==> src/rtl/mips_pkg.sv <==
// Shared MIPS datapath definitions: next-PC select encodings, fetch FSM states, constants.
// Optional feature macro: FETCH_ALIGN_CHECK_EN adds the FAULT state.
package mips_pkg;

  localparam int unsigned XLEN    = 32;
  localparam int unsigned OPC_W   = 6;
  localparam int unsigned BOFF_W  = 16;
  localparam int unsigned JIDX_W  = 26;
  localparam int unsigned NSEL_W  = 2;

  localparam logic [XLEN-1:0] INSTR_NOP = 32'h0000_0000;

  typedef enum logic [NSEL_W-1:0] {
    NPC_SEQ    = 2'b00,
    NPC_BRANCH = 2'b01,
    NPC_JUMP   = 2'b10,
    NPC_JR     = 2'b11
  } npc_sel_e;

  typedef enum logic [1:0] {
    ST_FETCH = 2'b00,
    ST_HOLD  = 2'b01
`ifdef FETCH_ALIGN_CHECK_EN
    ,
    ST_FAULT = 2'b10
`endif
  } fetch_state_e;

endpackage

==> src/rtl/instr_fetch_if.sv <==
// Fetch-stage bus: instruction memory handshake plus decode-side hand-off.
// Optional feature macro: FETCH_ALIGN_CHECK_EN adds fetch_fault.
interface instr_fetch_if;
  import mips_pkg::*;

  logic              imem_req;
  logic [XLEN-1:0]   imem_addr;
  logic              imem_ack;
  logic [XLEN-1:0]   imem_rdata;
  logic [XLEN-1:0]   instr;
  logic [OPC_W-1:0]  opcode;
  logic [XLEN-1:0]   pc;
  logic [XLEN-1:0]   pc_plus4;
  logic              instr_valid;
  logic              instr_ready;
  logic [NSEL_W-1:0] nextpc_sel;
  logic              branch_taken;
  logic [BOFF_W-1:0] branch_offset;
  logic [JIDX_W-1:0] jump_index;
  logic [XLEN-1:0]   jr_target;
  logic [XLEN-1:0]   retired_count;
`ifdef FETCH_ALIGN_CHECK_EN
  logic              fetch_fault;
`endif

  // Fetch stage side
  modport master (
`ifdef FETCH_ALIGN_CHECK_EN
    output fetch_fault,
`endif
    output imem_req, imem_addr, instr, opcode, pc, pc_plus4, instr_valid, retired_count,
    input  imem_ack, imem_rdata, instr_ready, nextpc_sel, branch_taken,
           branch_offset, jump_index, jr_target
  );

  // Memory / downstream side
  modport slave (
`ifdef FETCH_ALIGN_CHECK_EN
    input  fetch_fault,
`endif
    input  imem_req, imem_addr, instr, opcode, pc, pc_plus4, instr_valid, retired_count,
    output imem_ack, imem_rdata, instr_ready, nextpc_sel, branch_taken,
           branch_offset, jump_index, jr_target
  );

endinterface

==> src/rtl/fetch_next_pc.sv <==
// Combinational next-PC resolution: sequential, branch, jump or jump-register.
module fetch_next_pc
  import mips_pkg::*;
(
  input  logic [XLEN-1:0]   pc_i,
  input  logic [NSEL_W-1:0] sel_i,
  input  logic              branch_taken_i,
  input  logic [BOFF_W-1:0] branch_offset_i,
  input  logic [JIDX_W-1:0] jump_index_i,
  input  logic [XLEN-1:0]   jr_target_i,
  output logic [XLEN-1:0]   pc_plus4_o,
  output logic [XLEN-1:0]   next_pc_o
);

  logic [XLEN-1:0] br_disp_c;

  assign pc_plus4_o = pc_i + 32'd4;
  // Word offset sign-extended and scaled to bytes
  assign br_disp_c  = {{14{branch_offset_i[15]}}, branch_offset_i, 2'b00};

  // Select target; all additions wrap modulo 2^32
  always_comb begin
    next_pc_o = pc_plus4_o;
    case (npc_sel_e'(sel_i))
      NPC_SEQ:    next_pc_o = pc_plus4_o;
      NPC_BRANCH: next_pc_o = branch_taken_i ? (pc_plus4_o + br_disp_c) : pc_plus4_o;
      NPC_JUMP:   next_pc_o = {pc_plus4_o[31:28], jump_index_i, 2'b00};
      NPC_JR:     next_pc_o = jr_target_i;
      default:    next_pc_o = pc_plus4_o;
    endcase
  end

endmodule

==> src/rtl/instr_fetch.sv <==
// MIPS instruction fetch stage: PC, imem req/ack handshake, hand-off to decode.
// Optional feature macro: FETCH_ALIGN_CHECK_EN traps misaligned next-PC into FAULT.
module instr_fetch
  import mips_pkg::*;
#(
  parameter logic [31:0] RESET_PC = 32'h0000_0000
) (
  input  logic           clk,
  input  logic           rst,
  instr_fetch_if.master  bus
);

  fetch_state_e    state_q, state_d;
  logic [XLEN-1:0] pc_q, pc_d;
  logic [XLEN-1:0] instr_q, instr_d;
  logic [XLEN-1:0] retired_q, retired_d;
  logic [XLEN-1:0] pc_plus4_c, npc_raw_c, npc_c;
  logic            fetch_ack_c, accept_c;
`ifdef FETCH_ALIGN_CHECK_EN
  logic            misalign_c;
`endif

  fetch_next_pc u_next_pc (
    .pc_i            (pc_q),
    .sel_i           (bus.nextpc_sel),
    .branch_taken_i  (bus.branch_taken),
    .branch_offset_i (bus.branch_offset),
    .jump_index_i    (bus.jump_index),
    .jr_target_i     (bus.jr_target),
    .pc_plus4_o      (pc_plus4_c),
    .next_pc_o       (npc_raw_c)
  );

`ifdef FETCH_ALIGN_CHECK_EN
  assign npc_c      = npc_raw_c;
  assign misalign_c = |npc_raw_c[1:0];
`else
  // Without the trap, targets are silently word-aligned
  assign npc_c      = npc_raw_c & ~32'h0000_0003;
`endif

  assign fetch_ack_c = (state_q == ST_FETCH) && bus.imem_ack;
  assign accept_c    = (state_q == ST_HOLD) && bus.instr_ready;

  // State register
  always_ff @(posedge clk) begin
    if (rst) state_q <= ST_FETCH;
    else     state_q <= state_d;
  end

  // Next-state logic
  always_comb begin
    state_d = state_q;
    case (state_q)
      ST_FETCH: if (bus.imem_ack) state_d = ST_HOLD;
      ST_HOLD: begin
        if (bus.instr_ready) begin
`ifdef FETCH_ALIGN_CHECK_EN
          state_d = misalign_c ? ST_FAULT : ST_FETCH;
`else
          state_d = ST_FETCH;
`endif
        end
      end
`ifdef FETCH_ALIGN_CHECK_EN
      ST_FAULT: state_d = ST_FAULT;
`endif
      default: state_d = ST_FETCH;
    endcase
  end

  // Datapath registers: pc, captured instruction, retire counter
  always_ff @(posedge clk) begin
    if (rst) begin
      pc_q      <= RESET_PC;
      instr_q   <= INSTR_NOP;
      retired_q <= '0;
    end else begin
      pc_q      <= pc_d;
      instr_q   <= instr_d;
      retired_q <= retired_d;
    end
  end

  // Datapath next values; a trapped target leaves pc at the faulting instruction
  always_comb begin
    pc_d      = pc_q;
    instr_d   = instr_q;
    retired_d = retired_q;
    if (fetch_ack_c) instr_d = bus.imem_rdata;
    if (accept_c) begin
      retired_d = retired_q + 32'd1;
`ifdef FETCH_ALIGN_CHECK_EN
      if (!misalign_c) pc_d = npc_c;
`else
      pc_d = npc_c;
`endif
    end
  end

  // State-decoded outputs; request and valid are forced low while in reset
  always_comb begin
    bus.imem_req    = 1'b0;
    bus.instr_valid = 1'b0;
`ifdef FETCH_ALIGN_CHECK_EN
    bus.fetch_fault = 1'b0;
`endif
    if (!rst) begin
      case (state_q)
        ST_FETCH: bus.imem_req    = 1'b1;
        ST_HOLD:  bus.instr_valid = 1'b1;
`ifdef FETCH_ALIGN_CHECK_EN
        ST_FAULT: bus.fetch_fault = 1'b1;
`endif
        default: ;
      endcase
    end
  end

  assign bus.imem_addr     = pc_q;
  assign bus.pc            = pc_q;
  assign bus.pc_plus4      = pc_plus4_c;
  assign bus.instr         = instr_q;
  assign bus.opcode        = instr_q[31:26];
  assign bus.retired_count = retired_q;

endmodule

==> src/flat_wrapper.sv <==
// flat-port wrapper written by rule: the top's interface ports become plain ports
module instr_fetch_flat import mips_pkg::*;
#(
  parameter logic [31:0] RESET_PC = 32'h0000_0000
)
  (clk, rst, bus_imem_req, bus_imem_addr, bus_instr, bus_opcode, bus_pc, bus_pc_plus4, bus_instr_valid, bus_retired_count, bus_imem_ack, bus_imem_rdata, bus_instr_ready, bus_nextpc_sel, bus_branch_taken, bus_branch_offset, bus_jump_index, bus_jr_target);
  instr_fetch_if bus_i ();
  input  logic clk;
  input  logic rst;
  output wire logic [$bits(bus_i.imem_req)-1:0] bus_imem_req;
  output wire logic [$bits(bus_i.imem_addr)-1:0] bus_imem_addr;
  output wire logic [$bits(bus_i.instr)-1:0] bus_instr;
  output wire logic [$bits(bus_i.opcode)-1:0] bus_opcode;
  output wire logic [$bits(bus_i.pc)-1:0] bus_pc;
  output wire logic [$bits(bus_i.pc_plus4)-1:0] bus_pc_plus4;
  output wire logic [$bits(bus_i.instr_valid)-1:0] bus_instr_valid;
  output wire logic [$bits(bus_i.retired_count)-1:0] bus_retired_count;
  input wire logic [$bits(bus_i.imem_ack)-1:0] bus_imem_ack;
  input wire logic [$bits(bus_i.imem_rdata)-1:0] bus_imem_rdata;
  input wire logic [$bits(bus_i.instr_ready)-1:0] bus_instr_ready;
  input wire logic [$bits(bus_i.nextpc_sel)-1:0] bus_nextpc_sel;
  input wire logic [$bits(bus_i.branch_taken)-1:0] bus_branch_taken;
  input wire logic [$bits(bus_i.branch_offset)-1:0] bus_branch_offset;
  input wire logic [$bits(bus_i.jump_index)-1:0] bus_jump_index;
  input wire logic [$bits(bus_i.jr_target)-1:0] bus_jr_target;
  assign bus_imem_req = bus_i.imem_req;
  assign bus_imem_addr = bus_i.imem_addr;
  assign bus_instr = bus_i.instr;
  assign bus_opcode = bus_i.opcode;
  assign bus_pc = bus_i.pc;
  assign bus_pc_plus4 = bus_i.pc_plus4;
  assign bus_instr_valid = bus_i.instr_valid;
  assign bus_retired_count = bus_i.retired_count;
  assign bus_i.imem_ack = bus_imem_ack;
  assign bus_i.imem_rdata = bus_imem_rdata;
  assign bus_i.instr_ready = bus_instr_ready;
  assign bus_i.nextpc_sel = bus_nextpc_sel;
  assign bus_i.branch_taken = bus_branch_taken;
  assign bus_i.branch_offset = bus_branch_offset;
  assign bus_i.jump_index = bus_jump_index;
  assign bus_i.jr_target = bus_jr_target;
  instr_fetch #(.RESET_PC(RESET_PC)) u_core (.clk(clk), .rst(rst), .bus(bus_i));
endmodule
==> config.mk <==
export PLATFORM = sky130hd
export DESIGN_NAME = instr_fetch_flat
export DESIGN_NICKNAME = d
export VERILOG_FILES = /design/src/rtl/mips_pkg.sv /design/src/rtl/instr_fetch_if.sv /design/src/rtl/fetch_next_pc.sv /design/src/rtl/instr_fetch.sv /design/src/flat_wrapper.sv
export SDC_FILE = /design/constraint.sdc
export NUM_CORES = 1
export LEC_CHECK = 0
export BUFFER_PORTS_ARGS = -buffer_cell sky130_fd_sc_hd__buf_2
export CAP_MARGIN = 20
export CORE_ASPECT_RATIO = 1.25
export CORE_MARGIN = 1
export CORE_UTILIZATION = 28
export CTS_BUF_LIST = sky130_fd_sc_hd__clkbuf_4
export DETAILED_ROUTE_END_ITERATION = 10
export GPL_TIMING_DRIVEN = 0
export SLEW_MARGIN = 0
export SYNTH_ARGS = -nofsm -noshare
export SYNTH_HDL_FRONTEND = slang
export SYNTH_SLANG_ARGS = --single-unit
==> constraint.sdc <==
create_clock -name clk -period 3.5 [get_ports clk]
set_input_delay 0.7 -clock clk [delete_from_list [all_inputs] [get_ports clk]]
set_output_delay 0.7 -clock clk [all_outputs]
set_load 0.02 [all_outputs]
==> results.md, run 1 <==
- The run finished with clean final reports.
- In this run the most critical hold path is launched from bus_imem_rdata[30].
- The leakage power total is 4.460 nW.
- The residual DRC count is 0.
- Summing all multi-input logic gate instances after layout gives roughly 4800 µm².
- The top cell types in the final layout, fill and taps aside, are sky130_fd_sc_hd__buf_2 (270), sky130_fd_sc_hd__nand2_1 (120), sky130_fd_sc_hd__nor2_1 (90).
- The area of the die is about 25,000 µm².
- The startpoint type of the worst setup path is a flip-flop.
- In this run switching power makes up between 40% and 50% of total power.
- The launch instance of the worst register-to-register path is u_core.bus.imem_addr[6].
- The area of the core is around 24,000 µm².
- The worst-margin pin slew is around 0.86 ns.
- In this run the count of I/O pins placed on the die edge is 281.
- The internal portion of the total power is between 1.5 and 2 mW.
- Synthesis inferred 95 register bits.
- In the routed layout, each cell is associated on average with a via count of 4.967.
- The highest attainable clock frequency is 286.3 MHz.
- The initial antenna violation count is 4.
- The share of the cycle needed by the critical path after routing is around 100%.
- In this run, distinct cell masters in the synthesized netlist total 72.
- The routed length per instance is 17.88 µm.
- Data on the critical path arrives at its endpoint at between 3 and 4 ns.
- The first-pass GRT wire length is 40,210 µm.
- The fraction of registers with async set/reset is 0%.
- The placed wire-length estimate is between 20,000 and 25,000 µm.
- Port buffering added between 200 and 300 buffers.
- The worst hold path endpoint is u_core.bus.instr[30].
- The clock network burns 24.4% of the power.
- The number of warnings printed during yosys synthesis is 0.
- The number of slew-limit violations in the final report is 0.
- The congestion estimate from routability-driven global placement came to roughly 0.92.
- The total overflow left after global routing is 0.
- The H-tree generated during clock tree synthesis spans 3 levels.
- The later-pin clock latency in the skew report is approximately 0.51 ns.
- The final count of hold timing violations was 0.
- The path type of the worst setup path is flip-flop to flip-flop.
- Setup violations remaining at the end of the flow were counted as 0.
- The via count of the first global-routing pass was ~7,200.
- The mean cell area of the mapped netlist is between 7 and 8 µm².
- In the final layout, flip-flops and latches occupy around 2000 µm².
- Yosys mapped a number of flops with a built-in enable equal to 0.
- The synthesized instance count is slightly below 900.
- Counting cells, the worst reg-to-reg path comes to 15.
- The first TritonRoute pass finished after 5 iterations.
- The combinational share of power is between 30% and 40%.
- The number of violations of the max-capacitance limit is 0.
- Entering global routing, the biggest net connects 22 pins.
- The overall via count from detail_route is ~7,600.
- After the first detailed-routing iteration, the DRC count stood at ~450.
- The worst ir drop on vdd is slightly below 0.0002 V.
- The number of core rows is 63.
- The minimum period implied by the final worst setup slack is between 3 and 4 ns.
- The worst register-to-register path ends at u_core.bus.imem_addr[31].
- The hold-fix buffer count after cts is 0.
- The final-stage net count is ~1,300.
- Power spread over the standard cell area amounts to slightly below 300 nW/µm².
- The chip height is ~180 µm.
- The sequential power share is between 40% and 50%.
- The tightest hold margin is 0.3883 ns.
- The horizontal die dimension is around 140 µm.
- The headroom to the max-slew limit is between 40 and 50%.
- In this run the register-to-register setup slack is 0.007 ns.
- Across the routed clock network, the largest skew measured is between 0.02 and 0.025 ns.
- Excluding fillers, the count of instances in the completed layout stands at 1,533.
- The total CTS buffers is 9.
- The clock passes through at most 2 buffers.
- The fraction of final layout cells sized beyond drive strength 1 is between 30% and 40%.
- In this run the power spent charging and discharging nets is 1.136 mW.
- The total track usage is roughly a fifth.
- The number of nets with antenna violations after routing is 0.
- Setup repair after global routing could not meet its margin everywhere.
- TritonCTS built the clock tree.
- The critical path capture point type is a flip-flop.
- Leaving out fill and tap cells, the most frequent cell in the layout is sky130_fd_sc_hd__buf_2.
- The number of cells traversed by the worst hold path is 3.
- The clock transition time at the flip-flop clock pins of the worst setup and hold paths is 0.21 ns.
- The number of sinks driven by the clock tree is between 90 and 100.
- The worst hold path belongs to the class input port to flip-flop.
- The required time reported for the critical path endpoint is around 3.9 ns.
- Of all nets on the critical path, the largest fanout is 4.
- The mapped netlist covers around 6800 µm².
- Including well taps, the total number of placed cells is approximately 1,500.
- From synthesis to final layout, the design area changed by 38.94%.
- After synthesis, flip-flops and latches occupy roughly 28% of the total area.
- The tree is rooted in a sky130_fd_sc_hd__clkbuf_4.
- The count of fill cells added during filler insertion is around 2,500.
- Among all flip-flop cells after synthesis, the most frequent one is sky130_fd_sc_hd__dfxtp_1.
- The routed design has around 27,000 µm of wire.
- The initial utilization of the core area, before any placement, comes to ~29%.
layer usage:
metal  global-route usage, %  routed length, µm  vias up
li1                        -                  -     3710
met1                   26.47              11770     3585
met2                   35.47              13200      271
met3                   3.869               1563       49
met4                   9.095                879        0
met5                       0                  0        -
what timing repair did:
action                                  4_1_cts  5_1_grt
buffers inserted                             18       18
gates resized for setup                      56       40
pin swaps                                    11       23
endpoints found under the setup margin       18       15
flip-flops by register name, indices dropped and copies added, names as in the netlist:
name,cells
u_core.bus.instr,32
u_core.bus.retired_count,32
u_core.bus.imem_addr,30
u_core.state_q,1
cell usage after synthesis (all sizes together), types with 2 or more instances:
master / n / share of area [%]
nand4: 22 / 2.1
nor2: 95 / 5.4
ha: 36 / 6.6
nor3: 22 / 1.8
a2bb2oi: 2 / 0.26
a211oi: 5 / 0.55
nand2b: 10 / 0.91
mux2i: 5 / 0.73
and3: 10 / 0.91
a31oi: 4 / 0.59
a21boi: 3 / 0.33
or2: 3 / 0.27
o41ai: 2 / 0.48
a22oi: 4 / 0.44
inv: 20 / 1.1
xor2: 31 / 4.0
or3: 6 / 0.55
o31ai: 3 / 0.60
o221ai: 2 / 0.26
a2111oi: 2 / 0.53
nor2b: 6 / 0.55
xnor2: 46 / 5.9
o21bai: 3 / 0.33
o21a: 2 / 0.22
a21o: 7 / 0.77
buf: 46 / 4.9
a21oi: 96 / 7.0
a31o: 2 / 0.26
mux4: 2 / 0.66
mux2: 19 / 3.1
a221oi: 7 / 0.90
nand3: 23 / 1.7
nand2: 123 / 6.8
nand3b: 2 / 0.22
a41oi: 2 / 0.26
a211o: 2 / 0.26
and4: 5 / 0.64
clkbuf: 38 / 2.1
a221o: 16 / 2.3
a311oi: 2 / 0.26
o21ai: 29 / 2.1
o211ai: 3 / 0.33
and2: 4 / 0.37
dfxtp: 95 / 28
per-stage QoR:
stage | setup TNS [ns] | total power [mW] | util (%) | cell area, µm² | setup slack, ns
finish | 0 | 2.834 | 39.81 | 9509 | 0.007405
global placement | -5.341 | 2.081 | 36.41 | 8696 | -0.6637
CTS | -0.009761 | 2.809 | 38.59 | 9218 | -0.009761
global route | -0.5749 | 2.977 | 39.80 | 9507 | -0.1290
detailed placement | -5.274 | 2.083 | 36.41 | 8696 | -0.6432
floorplan | -0.01278 | 1.775 | - | 6943 | -0.006857
logic make-up (layout without fill, tap and decap cells):
| group | Yosys count | in the layout | synth area share [%] |
|---|---|---|---|
| AOI/OAI and AO/OA | 205 | 205 | 20.07 |
| xor gates and xnor gates | 77 | 77 | 9.854 |
| other | 1 | 10 | 0.05479 |
| buffers and inverters | 104 | 422 | 8.044 |
| DFF | 95 | 95 | 27.79 |
| muxes | 26 | 26 | 4.516 |
| and+or+nand+nor | 336 | 336 | 22.80 |
| adders and majority gates | 37 | 37 | 6.874 |
critical path, stage by stage (launching register included):
cell and delay [ns]:
sky130_fd_sc_hd__dfxtp_4 0.41, sky130_fd_sc_hd__and3_4 0.19, sky130_fd_sc_hd__and4_4 0.24, sky130_fd_sc_hd__nand4_1 0.23, sky130_fd_sc_hd__buf_4 0.23, sky130_fd_sc_hd__nor2_2 0.14, sky130_fd_sc_hd__xor2_2 0.28, sky130_fd_sc_hd__ha_4 0.19
sky130_fd_sc_hd__nand2_2 0.09, sky130_fd_sc_hd__or3_4 0.38, sky130_fd_sc_hd__a2bb2oi_2 0.16, sky130_fd_sc_hd__o31a_1 0.14, sky130_fd_sc_hd__a21oi_2 0.18, sky130_fd_sc_hd__mux2i_2 0.26, sky130_fd_sc_hd__xnor2_1 0.14, sky130_fd_sc_hd__a31oi_1 0.10
worst max-delay path by stage:
| stage | from | endpoint | slack (ns) | depth (start not counted) |
|---|---|---|---|---|
| 2_1_floorplan | u_core.bus.imem_addr[4] | u_core.bus.imem_addr[26] | -0.007 | 15 |
| 3_3_place_gp | u_core.bus.imem_addr[2] | u_core.bus.imem_addr[26] | -0.66 | 16 |
| 3_5_place_dp | u_core.bus.imem_addr[14] | u_core.bus.imem_addr[30] | -0.64 | 16 |
| 4_1_cts | u_core.bus.imem_addr[6] | u_core.bus.imem_addr[26] | -0.01 | 15 |
| 5_1_grt | u_core.bus.imem_addr[11] | u_core.bus.imem_addr[30] | -0.13 | 17 |
| 6_report | u_core.bus.imem_addr[6] | u_core.bus.imem_addr[31] | 0.007 | 15 |
power groups by stage:
stage	sequential (mW)	combinational, mW	clock, mW
after CTS	1.19	0.915	0.707
final	1.18	0.963	0.692
after global placement	1.21	0.873	0
after global routing	1.19	1.04	0.749
after detailed placement	1.21	0.873	0
after floorplan	1.25	0.528	0
area by class of cell:
| cell class | count | share of cell area, % |
|---|---|---|
| Inverter | 20 | 0.7895 |
| Clock buffer | 9 | 0.7105 |
| Clock inverter | 7 | 0.9868 |
| Multi-Input combinational cell | 687 | 50.62 |
| Buffer | 81 | 4.908 |
| Sequential cell | 95 | 20.57 |
| Antenna cell | 4 | 0.1053 |
| Tap cell | 325 | 4.276 |
| Timing Repair Buffer | 305 | 17.04 |
(Power assumes the default switching activity.)
==> run 2: changes to the inputs <==
--- a/config.mk
+++ b/config.mk
@@ -5,13 +5,13 @@
 export SDC_FILE = /design/constraint.sdc
 export NUM_CORES = 1
 export LEC_CHECK = 0
-export BUFFER_PORTS_ARGS = -buffer_cell sky130_fd_sc_hd__buf_2
 export CAP_MARGIN = 20
 export CORE_ASPECT_RATIO = 1.25
 export CORE_MARGIN = 1
 export CORE_UTILIZATION = 28
 export CTS_BUF_LIST = sky130_fd_sc_hd__clkbuf_4
 export DETAILED_ROUTE_END_ITERATION = 10
+export DONT_BUFFER_PORTS = 1
 export GPL_TIMING_DRIVEN = 0
 export SLEW_MARGIN = 0
 export SYNTH_ARGS = -nofsm -noshare
==> results.md, run 2 (same netlist as run 1, synthesis figures left out) <==
- Counting every sink on the clock net gives between 90 and 100.
- CTS placed an instance of sky130_fd_sc_hd__clkbuf_4 at the clock tree root.
- For hold timing, the worst endpoint is u_core.state_q[0].
- The number of cells traversed by the worst hold path is 1.
- In this run the worst path has a maximum fanout of 7.
- The final-stage net count is approximately 1,100.
- At the placement stage, the worst setup path has a slack of -0.9346 ns.
- The hold-fix buffer count after cts is 0.
- The worst setup path is launched from a flip-flop.
- The critical path capture point type is a flip-flop.
- The number of cells after detailed placement is approximately 1,200.
- In this run the static leakage power is ~3.3 nW.
- The routed wire length is approximately 27,000 µm.
- In this run the most critical hold path is launched from bus_imem_ack.
- The final standard cell utilization of the core is around 37%.
- Derived from the worst setup path, the maximum achievable clock frequency is ~270 MHz.
- The longest clock path from root to sink contains 2 buffers.
- The run finished, with violations left.
- From bottom edge to top edge, the die measures 176.8 µm.
- The final critical path takes up 104.6% of the cycle.
- TritonCTS built the clock tree.
- The worst-case clock skew is around 0.020 ns.
- The number of core rows is 63.
- In the layout the commonest cells are sky130_fd_sc_hd__nand2_1 (115), sky130_fd_sc_hd__nor2_1 (85), sky130_fd_sc_hd__a21oi_1 (78).
- The final count of hold timing violations was 0.
- Setup slack on the critical path of the routed design comes to -0.1596 ns.
- The placer's final routability congestion estimate is 0.9637.
- Data arrives at the worst endpoint at roughly 4.0 ns.
- The number of violations of the max-capacitance limit is 0.
- The via count of the first global-routing pass is 6,332.
- The required time reported for the critical path endpoint is approximately 3.9 ns.
- In this run the worst hold path is classified as input port to flip-flop.
- The total track usage is approximately 20%.
- Leaving out filler cells and counting taps, the final layout contains ~1,300.
- The initial antenna violation count is 3.
- After detailed routing, the number of remaining DRC violations is 0.
- The iteration-0 DRC count of the detailed router is just under 500.
- The initial utilization of the core area, before any placement, comes to 28.66%.
- The number of nets with antenna violations after routing is 0.
- Entering global routing, the biggest net connects 20 pins.
- Cells with a size suffix above 1 make up roughly 29% of the layout.
- In the final timing run, aggregate negative setup slack is -0.3982 ns.
- The I/O pin total is approximately 280.
- The launch instance of the worst register-to-register path is u_core.bus.imem_addr[11].
- The routed length per instance is ~21 µm.
- IR analysis of the VDD net gives a maximum drop of roughly 0.00018 V.
- The first global-routing pass estimated ~38,000 µm of wire.
- The later-pin clock latency in the skew report is between 0.4 and 0.5 ns.
- The worst-margin pin slew is 0.9395 ns.
- The worst reg2reg path depth is 16.
- The CTS H-tree depth is 3.
- Setup violations remaining at the end of the flow were counted as 7.
- In this run the tool buffered the top-level ports with 0 buffer cells.
- The growth of design area from synthesis to finish is 28.28%.
- In this run the horizontal extent of the chip is ~140 µm.
- After floorplanning, the core was sized to cover around 24,000 µm².
- The overall via count from detail_route is 6,736.
- The library cell used most frequently in the layout, excluding fill and tap cells, is sky130_fd_sc_hd__nand2_1.
- The path type of the worst setup path is flip-flop to flip-flop.
- For the finished layout, the period the worst path requires is 3.660 ns.
- Setup repair after global routing could not meet its margin everywhere.
- The number of search-and-repair iterations in the first detailed-routing pass is 5.
- TritonCTS created 9 clock buffers.
- The via-per-instance ratio is 5.329.
- The final reports fail on setup timing.
- The headroom to the max-slew limit is a little under two fifths.
- Across all register-to-register paths, the minimum setup slack is -0.16 ns.
- The wire-length estimate of the detail-placed layout is roughly 20,000 µm.
- Overall power consumption after layout is estimated at 2.709 mW.
- The capture instance of the worst register-to-register path is u_core.bus.imem_addr[31].
- Clock-pin slew was measured on the worst setup and hold paths at roughly 0.18 ns.
- The die covers ~25,000 µm².
- The number of slew-limit violations in the final report came to 0.
- Power spread over the standard cell area amounts to just over 300 nW/µm².
- The leftover overflow at the end of global routing is 0.
==> run 2: cell types whose count changed in the layout (fill, tap and decap cells not counted), sizes merged <==
cell      before  now
buf          351   81
clkbuf        44   45
clkinv         4    2
clkinvlp       0    1
inv           23   24
==> run 2: timing repair <==
item | CTS | global route
setup endpoints to repair | 23 | 19
buffers inserted | 21 | 14
pin swaps | 38 | 40
resized for setup | 148 | 52
==> run 2: power breakdown <==
group	internal, mW	switching, mW
clock network	0.164	0.468
logic	0.335	0.481
registers	1.13	0.135
total	1.62	1.08
==> run 2: through the flow <==
step                      hold slack [ns]  area, µm²
after floorplan                    0.5218       6943
after global placement             0.5466       7350
after detailed placement           0.5493       7350
after CTS                          0.2624       8429
after global routing               0.2693       8775
final                              0.3140       8780
==> run 2: critical path, stage by stage (launching register included) <==
cell and delay [ns]:
sky130_fd_sc_hd__dfxtp_4 0.44, sky130_fd_sc_hd__buf_8 0.11, sky130_fd_sc_hd__nand4_1 0.14, sky130_fd_sc_hd__nor3_4 0.30, sky130_fd_sc_hd__and2_4 0.21, sky130_fd_sc_hd__nand2_2 0.09, sky130_fd_sc_hd__xnor2_4 0.21, sky130_fd_sc_hd__ha_1 0.31
sky130_fd_sc_hd__clkbuf_4 0.19, sky130_fd_sc_hd__nand4_1 0.13, sky130_fd_sc_hd__or3_4 0.45, sky130_fd_sc_hd__a2bb2oi_2 0.16, sky130_fd_sc_hd__o31a_1 0.14, sky130_fd_sc_hd__a21oi_2 0.16, sky130_fd_sc_hd__mux2i_2 0.27, sky130_fd_sc_hd__xnor2_1 0.14
sky130_fd_sc_hd__a31oi_1 0.10
==> run 2: worst max path at each step <==
| stage | end | depth (start not counted) | slack, ns | startpoint |
|---|---|---|---|---|
| after floorplan | u_core.bus.imem_addr[26] | 15 | -0.007 | u_core.bus.imem_addr[4] |
| after global placement | u_core.bus.imem_addr[26] | 16 | -0.90 | u_core.bus.imem_addr[2] |
| after detailed placement | u_core.bus.imem_addr[26] | 16 | -0.93 | u_core.bus.imem_addr[2] |
| after CTS | u_core.bus.imem_addr[31] | 15 | -0.09 | u_core.bus.imem_addr[4] |
| after global routing | u_core.bus.imem_addr[31] | 16 | -0.30 | u_core.bus.imem_addr[4] |
| final | u_core.bus.imem_addr[31] | 16 | -0.16 | u_core.bus.imem_addr[11] |
==> run 2: final cells by class <==
cell class | instances | area [µm²]
inverter | 20 | 75.07
buffer | 82 | 481.7
multi-input combinational | 687 | 5429
clock inverter | 7 | 63.81
timing repair buffer | 35 | 275.3
clock buffer | 9 | 67.56
tap | 325 | 406.6
antenna | 4 | 10.01
fill | 2428 | 15100
sequential | 95 | 1971
==> run 2: metal layers <==
layer / wire length (µm) / track usage [%] / vias to the layer above / part of all wire [%]
li1: - / - / 3174 / -
met1: 10940 / 24.90 / 3255 / 41
met2: 12760 / 33.66 / 264 / 48
met3: 1915 / 5.060 / 43 / 7.2
met4: 950 / 8.423 / 0 / 3.6
met5: 0 / 0 / - / 0
==> run 3: changes to the inputs <==
==> constraint.sdc (replaced) <==
create_clock -name clk -period 3.2 [get_ports clk]
set_input_delay 0.64 -clock clk [delete_from_list [all_inputs] [get_ports clk]]
set_output_delay 0.64 -clock clk [all_outputs]
set_load 0.02 [all_outputs]
==> results.md, run 3 (same netlist as run 1, synthesis figures left out) <==
- For the pin with the worst max-slew slack, the measured transition is slightly below 0.9 ns.
- In this run the tool buffered the top-level ports with 0 buffer cells.
- In this run the critical register-to-register path is launched from u_core.bus.imem_addr[4].
- The maximum number of pins on one net before global-route repair is 20.
- The first routing iteration left 321 violations.
- The routed layout has 6,762 vias.
- The startpoint of the most critical setup path is u_core.bus.imem_addr[4].
- Measured along the x axis, the die boundary spans approximately 140 µm.
- Measured along the y axis, the die boundary spans approximately 180 µm.
- In this run, post-CTS hold repair placed 0 buffers.
- Overall power consumption after layout is estimated at ~3.1 mW.
- In the global route stage, met3 resource usage came out at 6.142%.
- Leaving out fill and tap cells, the most frequent cell in the layout is sky130_fd_sc_hd__nand2_1.
- The headroom to the max-slew limit is 41.33%.
- The number of nets with antenna violations after routing is 0.
- The final-stage net count is between 1,000 and 1,500.
- The fraction of final layout cells sized beyond drive strength 1 is between 20% and 30%.
- OpenSTA, run right after detailed placement, puts the worst setup slack at -0.7934 ns.
- The clock transition time at the flip-flop clock pins of the worst setup and hold paths is approximately 0.18 ns.
- The analysis attributes to cell leakage a power of between 3 and 4 nW.
- The CTS H-tree depth is 3.
- Global routing consumed, over all layers together, between 20% and 30% of the routing resources.
- After detailed routing, the number of remaining DRC violations is 0.
- The worst endpoint data arrival time is 3.98 ns.
- Max-cap violations in this run came to 0.
- The area after detailed placement is roughly 7600 µm².
- For the finished layout, the period the worst path requires is between 3 and 4 ns.
- For this block, the routed nets add up to roughly 27,000 µm of wire.
- The final critical-path setup slack is -0.3887 ns.
- Data on the critical path is required at its endpoint by roughly 3.6 ns.
- By startpoint and endpoint, the worst setup path is classified as flip-flop to flip-flop.
- The placer's final routability congestion estimate is between 0.9 and 1.
- The layer with the highest usage is met2.
- The final count of negative-setup-slack endpoints is 16.
- For this run, global-route usage on met1 was measured as between 20% and 30%.
- The worst hold path startpoint is bus_imem_ack.
- The area growth from synthesis to layout is 30.05%.
- The worst setup path is captured at a flip-flop.
- The I/O pin total is 281.
- The startpoint type of the worst setup path is a flip-flop.
- Row generation in the floorplan step produced 63 rows.
- The via count of the first global-routing pass came to 6,560.
- The number of slew-limit violations in the final report came to 0.
- In this run the deepest clock path goes through 2 buffers.
- The multi-input logic area is ~5500 µm².
- Setup repair after global routing could not meet its margin everywhere.
- The HPWL after detailed placement is about 20,000 µm.
- The worst ir drop on vdd is about 0.00027 V.
- The run finished, with violations left.
- The area of the die is approximately 25,000 µm².
- The tightest hold margin is roughly 0.24 ns.
- The met2 track utilization from global routing is between 30% and 40%.
- The total CTS buffers is 9.
- The routed length per instance is 21.06 µm.
- The first-pass GRT wire length is between 30,000 and 40,000 µm.
- The area of the core is around 24,000 µm².
- The number of search-and-repair iterations in the first detailed-routing pass is 5.
- The total power density per cell area is ~350 nW/µm².
- Measured on the finished design, the core utilization comes to a little under two fifths.
- In the layout the commonest cells are sky130_fd_sc_hd__nand2_1 (114), sky130_fd_sc_hd__nor2_1 (86), sky130_fd_sc_hd__a21oi_1 (74), sky130_fd_sc_hd__dfxtp_1 (74), sky130_fd_sc_hd__buf_4 (69).
- In this run the clock root is driven by a sky130_fd_sc_hd__clkbuf_4.
- The final reports fail on setup timing.
- Clock latency on the worst-skew pair, taken at its later pin, is between 0.5 and 0.6 ns.
- The highest attainable clock frequency is between 200 and 300 MHz.
- The count of fill cells added during filler insertion is between 2,000 and 2,500.
- After global routing the overflow that remains totals 0.
- The final count of hold timing violations was 0.
- The share of the cycle needed by the critical path after routing is 112.1%.
- In this run the worst path has a maximum fanout of 7.
- In the final layout, flip-flops and latches occupy slightly below 2000 µm².
- Across the routed clock network, the largest skew measured is 0.04323 ns.
- The effective utilization at floorplan is 28.66%.
- TritonCTS built the clock tree.
- The final design area excluding fillers is a little under 9000 µm².
- The kind of path behind the tightest hold check is input port to flip-flop.
- The via-per-instance ratio is 5.358.
- The number of sinks driven by the clock tree is 95.
- The initial antenna violation count is 3.
==> run 3: cell count changes in the layout (fill, tap and decap cells not counted), moves of 3 or more <==
cell and change:
sky130_fd_sc_hd__nand2_2 +3, sky130_fd_sc_hd__buf_4 -5, sky130_fd_sc_hd__a21oi_1 -4, sky130_fd_sc_hd__nand3_2 +3, sky130_fd_sc_hd__inv_8 -3, sky130_fd_sc_hd__buf_6 +5
==> run 3: what timing repair did <==
action                     4_1_cts  5_1_grt
hold endpoints to repair         0        0
setup buffers                   28        7
setup endpoints to repair       25       22
gates resized for setup        109       52
pin swaps                       67       41
==> run 3: power breakdown <==
group	internal, mW	switching, mW
Combinational	0.383	0.550
Clock	0.330	0.472
Sequential	1.23	0.142
Total	1.94	1.16
==> run 3: final timing paths <==
| path | to | slack, ns | cells after the start |
|---|---|---|---|
| worst max-delay path | u_core.bus.imem_addr[26] | -0.39 | 16 |
| worst min-delay path | u_core.state_q[0] | 0.24 | 1 |
| worst max register to register | u_core.bus.imem_addr[26] | -0.39 | 16 |
| worst min register to register | u_core.bus.instr[17] | 0.57 | 2 |
==> run 3: per-stage QoR <==
stage / setup TNS [ns] / cells
finish: -4.388 / 1262
CTS: -4.252 / 1254
global placement: -9.619 / 1211
detailed placement: -9.772 / 1211
global route: -6.416 / 1262
floorplan: -0.08097 / 886
==> run 3: area by class of cell <==
type / count / area share (%)
inverter: 20 / 0.8715
clock inverter: 6 / 1.012
clock buffer: 10 / 0.8434
multi-input combinational: 687 / 61.82
antenna: 2 / 0.05623
buffer: 83 / 5.538
sequential: 95 / 22.11
timing repair buffer: 34 / 3.177
tap: 325 / 4.568
==> run 3: worst max-delay path, cell delays in order (launching register included) <==
cell and delay, ns:
sky130_fd_sc_hd__dfxtp_4 0.48, sky130_fd_sc_hd__and3_4 0.21, sky130_fd_sc_hd__and4_4 0.29, sky130_fd_sc_hd__nand4_1 0.16, sky130_fd_sc_hd__buf_6 0.17, sky130_fd_sc_hd__nor2_4 0.15, sky130_fd_sc_hd__xor2_4 0.30, sky130_fd_sc_hd__ha_4 0.27
sky130_fd_sc_hd__a21oi_2 0.13, sky130_fd_sc_hd__o21ai_2 0.08, sky130_fd_sc_hd__a211o_1 0.29, sky130_fd_sc_hd__o21ai_2 0.17, sky130_fd_sc_hd__nand3_2 0.13, sky130_fd_sc_hd__a21oi_2 0.15, sky130_fd_sc_hd__xnor2_1 0.13, sky130_fd_sc_hd__nand2_1 0.09
sky130_fd_sc_hd__a221oi_2 0.26
==> run 3: routing by layer <==
metal | vias up | part of all wire, %
met4 | 2 | 3.3
met1 | 3234 | 38
met2 | 294 | 51
met5 | - | 0.049
li1 | 3175 | -
met3 | 57 | 7.7
